<file path="src/rtl/fetch_stage_pkg.sv">
// Shared constants and the fetch-address legality helper for the fetch stage.
// The helper is only consulted when FETCH_ADEL_CHECK_EN is defined.
package fetch_stage_pkg;

    localparam logic [31:0] RESET_PC   = 32'h0000_3000;
    localparam logic [31:0] EXC_VECTOR = 32'h0000_4180;
    localparam logic [31:0] IMEM_LO    = 32'h0000_3000;
    localparam logic [31:0] IMEM_HI    = 32'h0000_6FFC;
    localparam logic [4:0]  EXC_ADEL   = 5'd4;
    localparam logic [4:0]  EXC_NONE   = 5'd0;

    // A fetch address is illegal when misaligned or outside instruction memory.
    function automatic logic adel_check(input logic [31:0] addr);
        return (addr[1:0] != 2'b00) || (addr < IMEM_LO) || (addr > IMEM_HI);
    endfunction

endpackage

</file>
<file path="src/rtl/fetch_pc_reg.sv">
// Program counter register: exception entry beats stall, stall beats the
// ordinary load of pcNext (which also covers an eret flush).
module fetch_pc_reg
    import fetch_stage_pkg::*;
(
    input  logic        clk,
    input  logic        reset,
    input  logic [31:0] pc_next,
    input  logic        stall,
    input  logic        exc_req,
    output logic [31:0] pc
);

    logic [31:0] pc_r;

    // PC update with exception > stall > load priority
    always_ff @(posedge clk or posedge reset) begin
        if (reset) begin
            pc_r <= RESET_PC;
        end else if (exc_req) begin
            pc_r <= EXC_VECTOR;
        end else if (!stall) begin
            pc_r <= pc_next;
        end else begin
            pc_r <= pc_r;
        end
    end

    assign pc = pc_r;

endmodule

</file>
<file path="src/rtl/fetch_stage.sv">
// Instruction fetch stage: PC register plus the IF/ID pipeline register.
// Define FETCH_ADEL_CHECK_EN to flag misaligned/out-of-range fetches as AdEL.
module fetch_stage
    import fetch_stage_pkg::*;
(
    input  logic        clk,
    input  logic        reset,
    input  logic [31:0] pcNext,
    input  logic        bdIn,
    input  logic        stall,
    input  logic        flush,
    input  logic        excReq,
    input  logic [31:0] instrIn,
    output logic [31:0] iAddr,
    output logic [31:0] pc,
    output logic [31:0] D_instr,
    output logic [31:0] D_pc,
    output logic        D_bd,
    output logic [4:0]  D_excCode
);

    logic [31:0] pc_s;
    logic        fetch_exc_s;
    logic [31:0] adv_instr_s;
    logic [4:0]  adv_exc_s;
    logic [31:0] d_instr_r;
    logic [31:0] d_pc_r;
    logic        d_bd_r;
    logic [4:0]  d_exc_r;

    fetch_pc_reg u_pc_reg (
        .clk     (clk),
        .reset   (reset),
        .pc_next (pcNext),
        .stall   (stall),
        .exc_req (excReq),
        .pc      (pc_s)
    );

`ifdef FETCH_ADEL_CHECK_EN
    assign fetch_exc_s = adel_check(pc_s);
`else
    assign fetch_exc_s = 1'b0;
`endif

    // Squash the fetched word when its address is illegal
    always_comb begin
        adv_instr_s = instrIn;
        adv_exc_s   = EXC_NONE;
        if (fetch_exc_s) begin
            adv_instr_s = 32'h0000_0000;
            adv_exc_s   = EXC_ADEL;
        end else begin
            adv_instr_s = instrIn;
            adv_exc_s   = EXC_NONE;
        end
    end

    // IF/ID register; flush only takes effect once the stall has dropped
    always_ff @(posedge clk or posedge reset) begin
        if (reset) begin
            d_instr_r <= 32'h0000_0000;
            d_pc_r    <= 32'h0000_0000;
            d_bd_r    <= 1'b0;
            d_exc_r   <= EXC_NONE;
        end else if (excReq || (flush && !stall)) begin
            d_instr_r <= 32'h0000_0000;
            d_pc_r    <= 32'h0000_0000;
            d_bd_r    <= 1'b0;
            d_exc_r   <= EXC_NONE;
        end else if (!stall) begin
            d_instr_r <= adv_instr_s;
            d_pc_r    <= pc_s;
            d_bd_r    <= bdIn;
            d_exc_r   <= adv_exc_s;
        end else begin
            d_instr_r <= d_instr_r;
            d_pc_r    <= d_pc_r;
            d_bd_r    <= d_bd_r;
            d_exc_r   <= d_exc_r;
        end
    end

    assign iAddr     = pc_s;
    assign pc        = pc_s;
    assign D_instr   = d_instr_r;
    assign D_pc      = d_pc_r;
    assign D_bd      = d_bd_r;
    assign D_excCode = d_exc_r;

endmodule

</file>
<file path="config.mk">
export PLATFORM = sky130hd
export DESIGN_NAME = fetch_stage
export DESIGN_NICKNAME = d
export VERILOG_FILES = /design/src/rtl/fetch_stage_pkg.sv /design/src/rtl/fetch_pc_reg.sv /design/src/rtl/fetch_stage.sv
export SDC_FILE = /design/constraint.sdc
export NUM_CORES = 1
export LEC_CHECK = 0
export CORE_ASPECT_RATIO = 0.6
export CORE_MARGIN = 3
export CORE_UTILIZATION = 42
export DETAILED_ROUTE_END_ITERATION = 6
export HOLD_SLACK_MARGIN = 0.06
export MAX_ROUTING_LAYER = met4
export PLACE_DENSITY = 0.81
export REMOVE_ABC_BUFFERS = 1
export SKIP_CTS_REPAIR_TIMING = 1
export SLEW_MARGIN = 20
export SYNTH_ARGS = -nofsm -noshare
export SYNTH_HDL_FRONTEND = slang
export SYNTH_SLANG_ARGS = --single-unit
</file>
<file path="constraint.sdc">
create_clock -name clk -period 3.35 [get_ports clk]
set_input_delay 0.5025 -clock clk [delete_from_list [all_inputs] [get_ports clk]]
set_output_delay 0.5025 -clock clk [all_outputs]
set_load 0.05 [all_outputs]
</file>
---- Word level (Yosys, flattened, before mapping) ----
Index checks and enable logic that the tools add are counted.
storage, ports and cells
  logic and storage cells ................. 20
  output and inout port bits .............. 134
  bits of input ports ..................... 70
  register bits after elaboration ......... 102
cells by class
  equal/unequal tests ..................... 2
  mux-type cells .......................... 10
  reductions and logical operators ........ 3
operator list
  kind                                            count
  2-to-1 mux 32 bit                               6
  2-to-1 mux 5 bit                                2
  != test 2 x 1 -> 1 bit (second input constant)  2
  2-to-1 mux 1 bit                                2
  logical AND 1 bit                               1
  zero test 1 bit                                 1
  logical OR 1 bit                                1

---- Logic depth before layout (Yosys ltp) ----
Gate-level depths: netlist of run 1.
  word-level depth ........................ 4
  mapped depth ............................ 5
  depth with buffers taken out ............ 2

---- Cells and area by module ----
A second synthesis of run 1 with hierarchy kept.
second synthesis, totals
  cell total of the unflattened synthesis .. 368
  area total of the unflattened synthesis .. 4544.4 um^2
by module, submodules not included
  module        cells an instance  seq. area each (um^2)  times used  area each (um^2)
  fetch_stage   264                1626.6                 1           3208.1
  fetch_pc_reg  104                803.3                  1           1336.3

---- Worst setup path after synthesis of run 1 ----
No wires, ideal clock.
  path type ............................... flip-flop to output port
  from .................................... reg u_pc_reg.pc_r[12], in the netlist u_pc_reg.pc[12]
  to ...................................... out pc[12]
  setup slack ............................. 1.913 ns
  arrival ................................. 0.934 ns
  data required time ...................... 2.847 ns
  buffers on the path ..................... 1
  cell stages (with the launch flop) ...... 2
  path through ............................ dfstp_2 > buf_4
RTL lines
  item                    RTL line            source
  from (decl)             fetch_pc_reg.sv:14  logic [31:0] pc_r;
  from (signal assigned)  fetch_pc_reg.sv:23  pc_r <= pc_next;
  from (signal assigned)  fetch_pc_reg.sv:25  pc_r <= pc_r;
  to (decl)               fetch_stage.sv:15   output logic [31:0] pc,
No word-level cell between the ends.

---- Final worst setup path of run 1 ----
  from .................................... reg u_pc_reg.pc_r[12], in the netlist u_pc_reg.pc[12]
  to ...................................... out iAddr[12]
RTL lines
  item       RTL line           source
  to (decl)  fetch_stage.sv:14  output logic [31:0] iAddr,
No word-level cell between the ends.

==> flow_summary_export.csv, run 1 <==
group,metric,value,unit
logic_synthesis,syn_inst,399,
place,hpwl,8200,µm
cells_and_area,n_antenna_cell,0,
route,wl,11700,µm
clocking,clockBufferDepth,2,
route,final_antenna_net_count,0,
critical_path,worstSetupPathType,"reg2out",
clocking,cts_tree,"built",
route,drt_iter0_drc,151,
sta,fin_ws,1.14,ns
place,io_buffers,198,
floorplan,core_area,10100,µm²
global_routing,grt_usage,20.5,%
place,gp_congestion,0.806,
sta,finalHoldViolations,0,
sta,fin_crit_sh,66.1,%
critical_path,crit_arrival,1.71,ns
critical_path,cp_top_family,"buffers and inverters",
critical_path,path_depth,1,
global_routing,grt.overflow.total,0,
logic_synthesis,synth-seq-area-share,55.1,%
critical_path,reg2reg_depth,2,
sta,max_freq,0.452,GHz
clocking,worstSkewPairLatency,0.34,ns
cells_and_area,final_nets,617,
clocking,clock-root-buffer,"clkbuf_16",
critical_path,critPathCaptureType,"output port",
clocking,cts_buffers,9,
critical_path,cp-startpoint,"u_pc_reg.pc[12]$_DFFE_PP1P_",
route,dr.pass1.iters,4,
clocking,cts.sinks,97,
route,avgRoutedWirePerCell,17.0,µm
logic_synthesis,ys_warn_count,0,
critical_path,path_cells,"clkdlybuf4s50_1",
critical_path,cp.required,2.85,ns
floorplan,num_rows,28,
sta,finalClockSkew,0.00584,ns
cells_and_area,syn_to_final_growth,46.6,%
sta,rsz0062_at_grt,"false",
logic_synthesis,ys_types,18,
critical_path,path_buf_inv,1,
floorplan,die_area,11800,µm²
sta,finalSetupTns,0,ns
place,post-place-ws,0.942,ns
power,p_per_area,467,nW/µm²
min_path,holdPathStages,1,
floorplan,io_pins,204,
power,leakage,2.71,nW
logic_synthesis,synthesis.area,4410,µm²
clocking,htreeDepth,3,
critical_path,r2r_start,"u_pc_reg.pc[12]$_DFFE_PP1P_",
critical_path,critPathLaunchType,"flop",
min_path,min-delay-path-class,"reg2reg",
route,routed_via_density,5.02,
global_routing,grt_max_degree,75,
critical_path,slowest_stage,"clkdlybuf4s50_1",
cells_and_area,final_common_cell,"clkdlybuf4s50_1",
floorplan,die_h,85.4,µm
logic_synthesis,ys_ff_latch,97,
route,vias,3451,
job,max_cap_violations,0,
global_routing,grt_pass1_vias,3501,
route,post-route-drc-count,0,
cells_and_area,drive_gt1_share,4.89,%
critical_path,reg2reg_slack,2.20,ns
clocking,clk_pin_slew_worst_paths,0.07,ns
power,ir_drop,0.260,mV
floorplan,initial_core_util,43.8,%
sta,tightest_slew,0.821,ns
outcome,outcome,"complete, no violations",
sta,holdWs,0.494,ns
critical_path,cp_slowest_stage_delay,0.81,ns
sta,max-slew-margin-rel,45.1,%
min_path,hp-start,"D_instr[28]$_DFFE_PP0P_",
cells_and_area,layout_common_cells,"clkdlybuf4s50_1 (196), dfrtp_1 (95), nand2_1 (49), or3b_1 (49), a21oi_1 (49)",
sta,min_period,2.21,ns
critical_path,path_max_fanout,4,
sta,report.final.slew_viol_count,0,
sta,setup_viol,0,
global_routing,grt_pass1_wl,18600,µm
floorplan,fp.dieW,138,µm
logic_synthesis,avgSynthCellArea,11.0,µm²
global_routing,antenna_found_initial,0,
==> layer usage <==
metal | track usage, % | share of wire (%)
met3 | 7.55 | 8.5
met2 | 31.7 | 47
met4 | 4.30 | 0.93
met5 | - | 0
met1 | 26.1 | 44
==> power by group <==
group | internal [mW] | total (mW) | switching [mW]
Sequential | 1.22 | 1.26 | 0.0387
Combinational | 0.235 | 0.640 | 0.405
Clock | 0.696 | 1.12 | 0.426
==> sequential cells by signal, summed over array words and instances (netlist names) <==
signal,cells
u_pc_reg.pc,32
D_instr,32
D_bd,1
D_pc,32
==> Yosys cell counts <==
cell | number | area [µm²]
inv_1 | 2 | 7.51
nand2_1 | 49 | 184
a211o_1 | 3 | 26.3
buf_2 | 9 | 45.0
nor2b_1 | 4 | 25.0
dfstp_2 | 2 | 52.6
dfrtp_1 | 95 | 2380
a21oi_1 | 49 | 245
clkbuf_1 | 7 | 26.3
nor2_1 | 29 | 109
buf_1 | 5 | 18.8
conb_1 | 1 | 3.75
a32o_1 | 16 | 160
buf_6 | 9 | 101
buf_4 | 40 | 300
or3b_1 | 49 | 429
mux2i_1 | 29 | 290
nor2_2 | 1 | 6.26
==> through the flow <==
stage,std cells,power (mW),util (%),cell area [µm²]
5_1_grt,687,3.14,64.3,6460
3_5_place_dp,671,1.92,60.9,6130
4_1_cts,687,3.06,64.2,6460
2_1_floorplan,333,1.62,-,3930
6_report,687,3.02,64.3,6460
3_3_place_gp,671,1.91,60.9,6130
==> path summary, 6_finish.rpt <==
| path | end |
|---|---|
| min reg2reg | D_instr[28]$_DFFE_PP0P_ |
| max in group asynchronous | u_pc_reg.pc[13]$_DFFE_PP1P_ |
| min | D_instr[28]$_DFFE_PP0P_ |
| min in group asynchronous | D_instr[2]$_DFFE_PP0P_ |
| max | iAddr[12] |
| max reg2reg | D_pc[12]$_DFFE_PP0P_ |
==> kinds of logic (layout without fill, tap and decap cells) <==
family	count (synthesis)	count (layout)	synth area share [%]
simple gates	132	132	17.1
flops	97	97	55.1
compound gates	68	68	9.79
buf+inv	72	221	11.3
mux	29	29	6.59
other cells	1	5	0.0851
==> final cells by class <==
cell class                      count  area [µm²]
Tap cell                          135         169
Timing Repair Buffer              203        2020
Sequential cell                    97        2430
Fill cell                         793        3590
Multi-Input combinational cell    234        1500
Clock buffer                       12         256
Clock inverter                      4        76.3
Inverter                            2        10.0
Power figures use the tool's default switching activity.
==> run 2: changes to the inputs <==
clock period = 2.2 ns   (was 3.35 ns; I/O delays follow)
==> flow_summary_export.csv, run 2 (synthesis results as in run 1) <==
group,metric,value,unit
sta,finalClockSkew,0.00566,ns
global_routing,grt_max_degree,66,
cells_and_area,final_common_cell,"clkdlybuf4s50_1",
floorplan,num_rows,28,
place,post-place-ws,0.300,ns
floorplan,die_area,11800,µm²
floorplan,fp.dieW,138,µm
sta,fin_crit_sh,92.6,%
route,wl,11200,µm
floorplan,io_pins,204,
critical_path,worstSetupPathType,"reg2out",
route,post-route-drc-count,0,
sta,tightest_slew,0.610,ns
global_routing,grt_pass1_wl,18600,µm
route,routed_via_density,4.98,
sta,setup_viol,0,
sta,report.final.slew_viol_count,0,
global_routing,grt_usage,20.2,%
cells_and_area,final_nets,621,
cells_and_area,n_fill_cell,766,
place,gp_congestion,0.822,
cells_and_area,syn_to_final_growth,47.6,%
route,avgRoutedWirePerCell,16.3,µm
critical_path,cp.required,1.87,ns
cells_and_area,n_antenna_cell,0,
critical_path,critPathLaunchType,"flop",
route,dr.pass1.iters,4,
cells_and_area,layout_common_cells,"clkdlybuf4s50_1 (196), dfrtp_1 (95), nand2_1 (49), or3b_1 (49), a21oi_1 (49)",
power,ir_drop,0.394,mV
critical_path,path_buf_inv,1,
critical_path,path_cells,"clkdlybuf4s50_1",
global_routing,antenna_found_initial,0,
critical_path,critPathCaptureType,"output port",
job,max_cap_violations,0,
clocking,cts.sinks,97,
floorplan,core_area,10100,µm²
route,drt_iter0_drc,140,
critical_path,cp_slowest_stage_delay,0.81,ns
sta,min_period,2.04,ns
clocking,htreeDepth,3,
power,finalPower,4.57,mW
critical_path,cp_top_family,"buffers and inverters",
floorplan,initial_core_util,43.8,%
place,io_buffers,198,
floorplan,die_h,85.4,µm
sta,finalSetupTns,0,ns
min_path,min-delay-path-class,"in2async",
sta,max_freq,0.491,GHz
place,hpwl,7990,µm
critical_path,path_max_fanout,4,
sta,max-slew-margin-rel,59.3,%
sta,fin_ws,0.162,ns
cells_and_area,drive_gt1_share,5.22,%
clocking,clockBufferDepth,2,
clocking,clk_pin_slew_worst_paths,0.06,ns
power,p_per_area,703,nW/µm²
clocking,cts_buffers,9,
sta,holdWs,0.391,ns
clocking,worstSkewPairLatency,0.34,ns
global_routing,grt.overflow.total,0,
power,leakage,2.74,nW
cells_and_area,multi_input_area,1490,µm²
critical_path,crit_arrival,1.71,ns
sta,rsz0062_at_grt,"false",
clocking,clock-root-buffer,"clkbuf_16",
cells_and_area,instances_no_fill,691,
sta,finalHoldViolations,0,
global_routing,grt_pass1_vias,3468,
route,vias,3444,
place,placedCellCount,675,
cells_and_area,regArea,2430,µm²
outcome,outcome,"complete, no violations",
route,final_antenna_net_count,0,
clocking,cts_tree,"built",
critical_path,slowest_stage,"clkdlybuf4s50_1",
==> run 2: path summary, 6_finish.rpt <==
path / start / end / slack (ns) / cells after the start
setup / recovery: u_pc_reg.pc[12]$_DFFE_PP1P_ / pc[12] / 0.16 / 1
hold / removal: reset / u_pc_reg.pc[3]$_DFFE_PP0P_ / 0.39 / 2
setup reg to reg: u_pc_reg.pc[12]$_DFFE_PP1P_ / D_pc[12]$_DFFE_PP0P_ / 1.06 / 2
hold reg to reg: D_instr[28]$_DFFE_PP0P_ / D_instr[28]$_DFFE_PP0P_ / 0.49 / 1
max in group asynchronous: reset / D_pc[10]$_DFFE_PP0P_ / 1.24 / 3
min in group clk: stall / D_instr[14]$_DFFE_PP0P_ / 0.45 / 3
==> run 2: metal layers <==
layer / global-route usage (%) / wire (µm) / vias up / share of wire (%)
met5: - / 0 / - / 0
met4: 3.50 / 73 / 0 / 0.65
met3: 7.94 / 948 / 9 / 8.4
met2: 29.9 / 5200 / 135 / 46
met1: 27.0 / 5030 / 1663 / 45
li1: - / - / 1637 / -
==> run 2: stage by stage <==
stage	utilization, %	instance area (µm²)
global route	64.7	6510
detailed placement	61.5	6180
finish	64.7	6510
CTS	64.7	6510
floorplan	-	3930
global placement	61.5	6180
==> run 2: area by class of cell <==
type | count | area share, %
Sequential cell | 97 | 37.3
Timing Repair Buffer | 207 | 32.0
Multi-Input combinational cell | 234 | 23.0
Inverter | 2 | 0.154
Tap cell | 135 | 2.60
Clock inverter | 3 | 1.00
Clock buffer | 13 | 4.00
==> run 2: report_power, final <==
group,total (mW),switching [mW],internal (mW),leakage (nW)
sequential,1.91,0.0581,1.85,1.30
combinational,0.980,0.613,0.366,1.28
clock,1.68,0.623,1.06,0.160
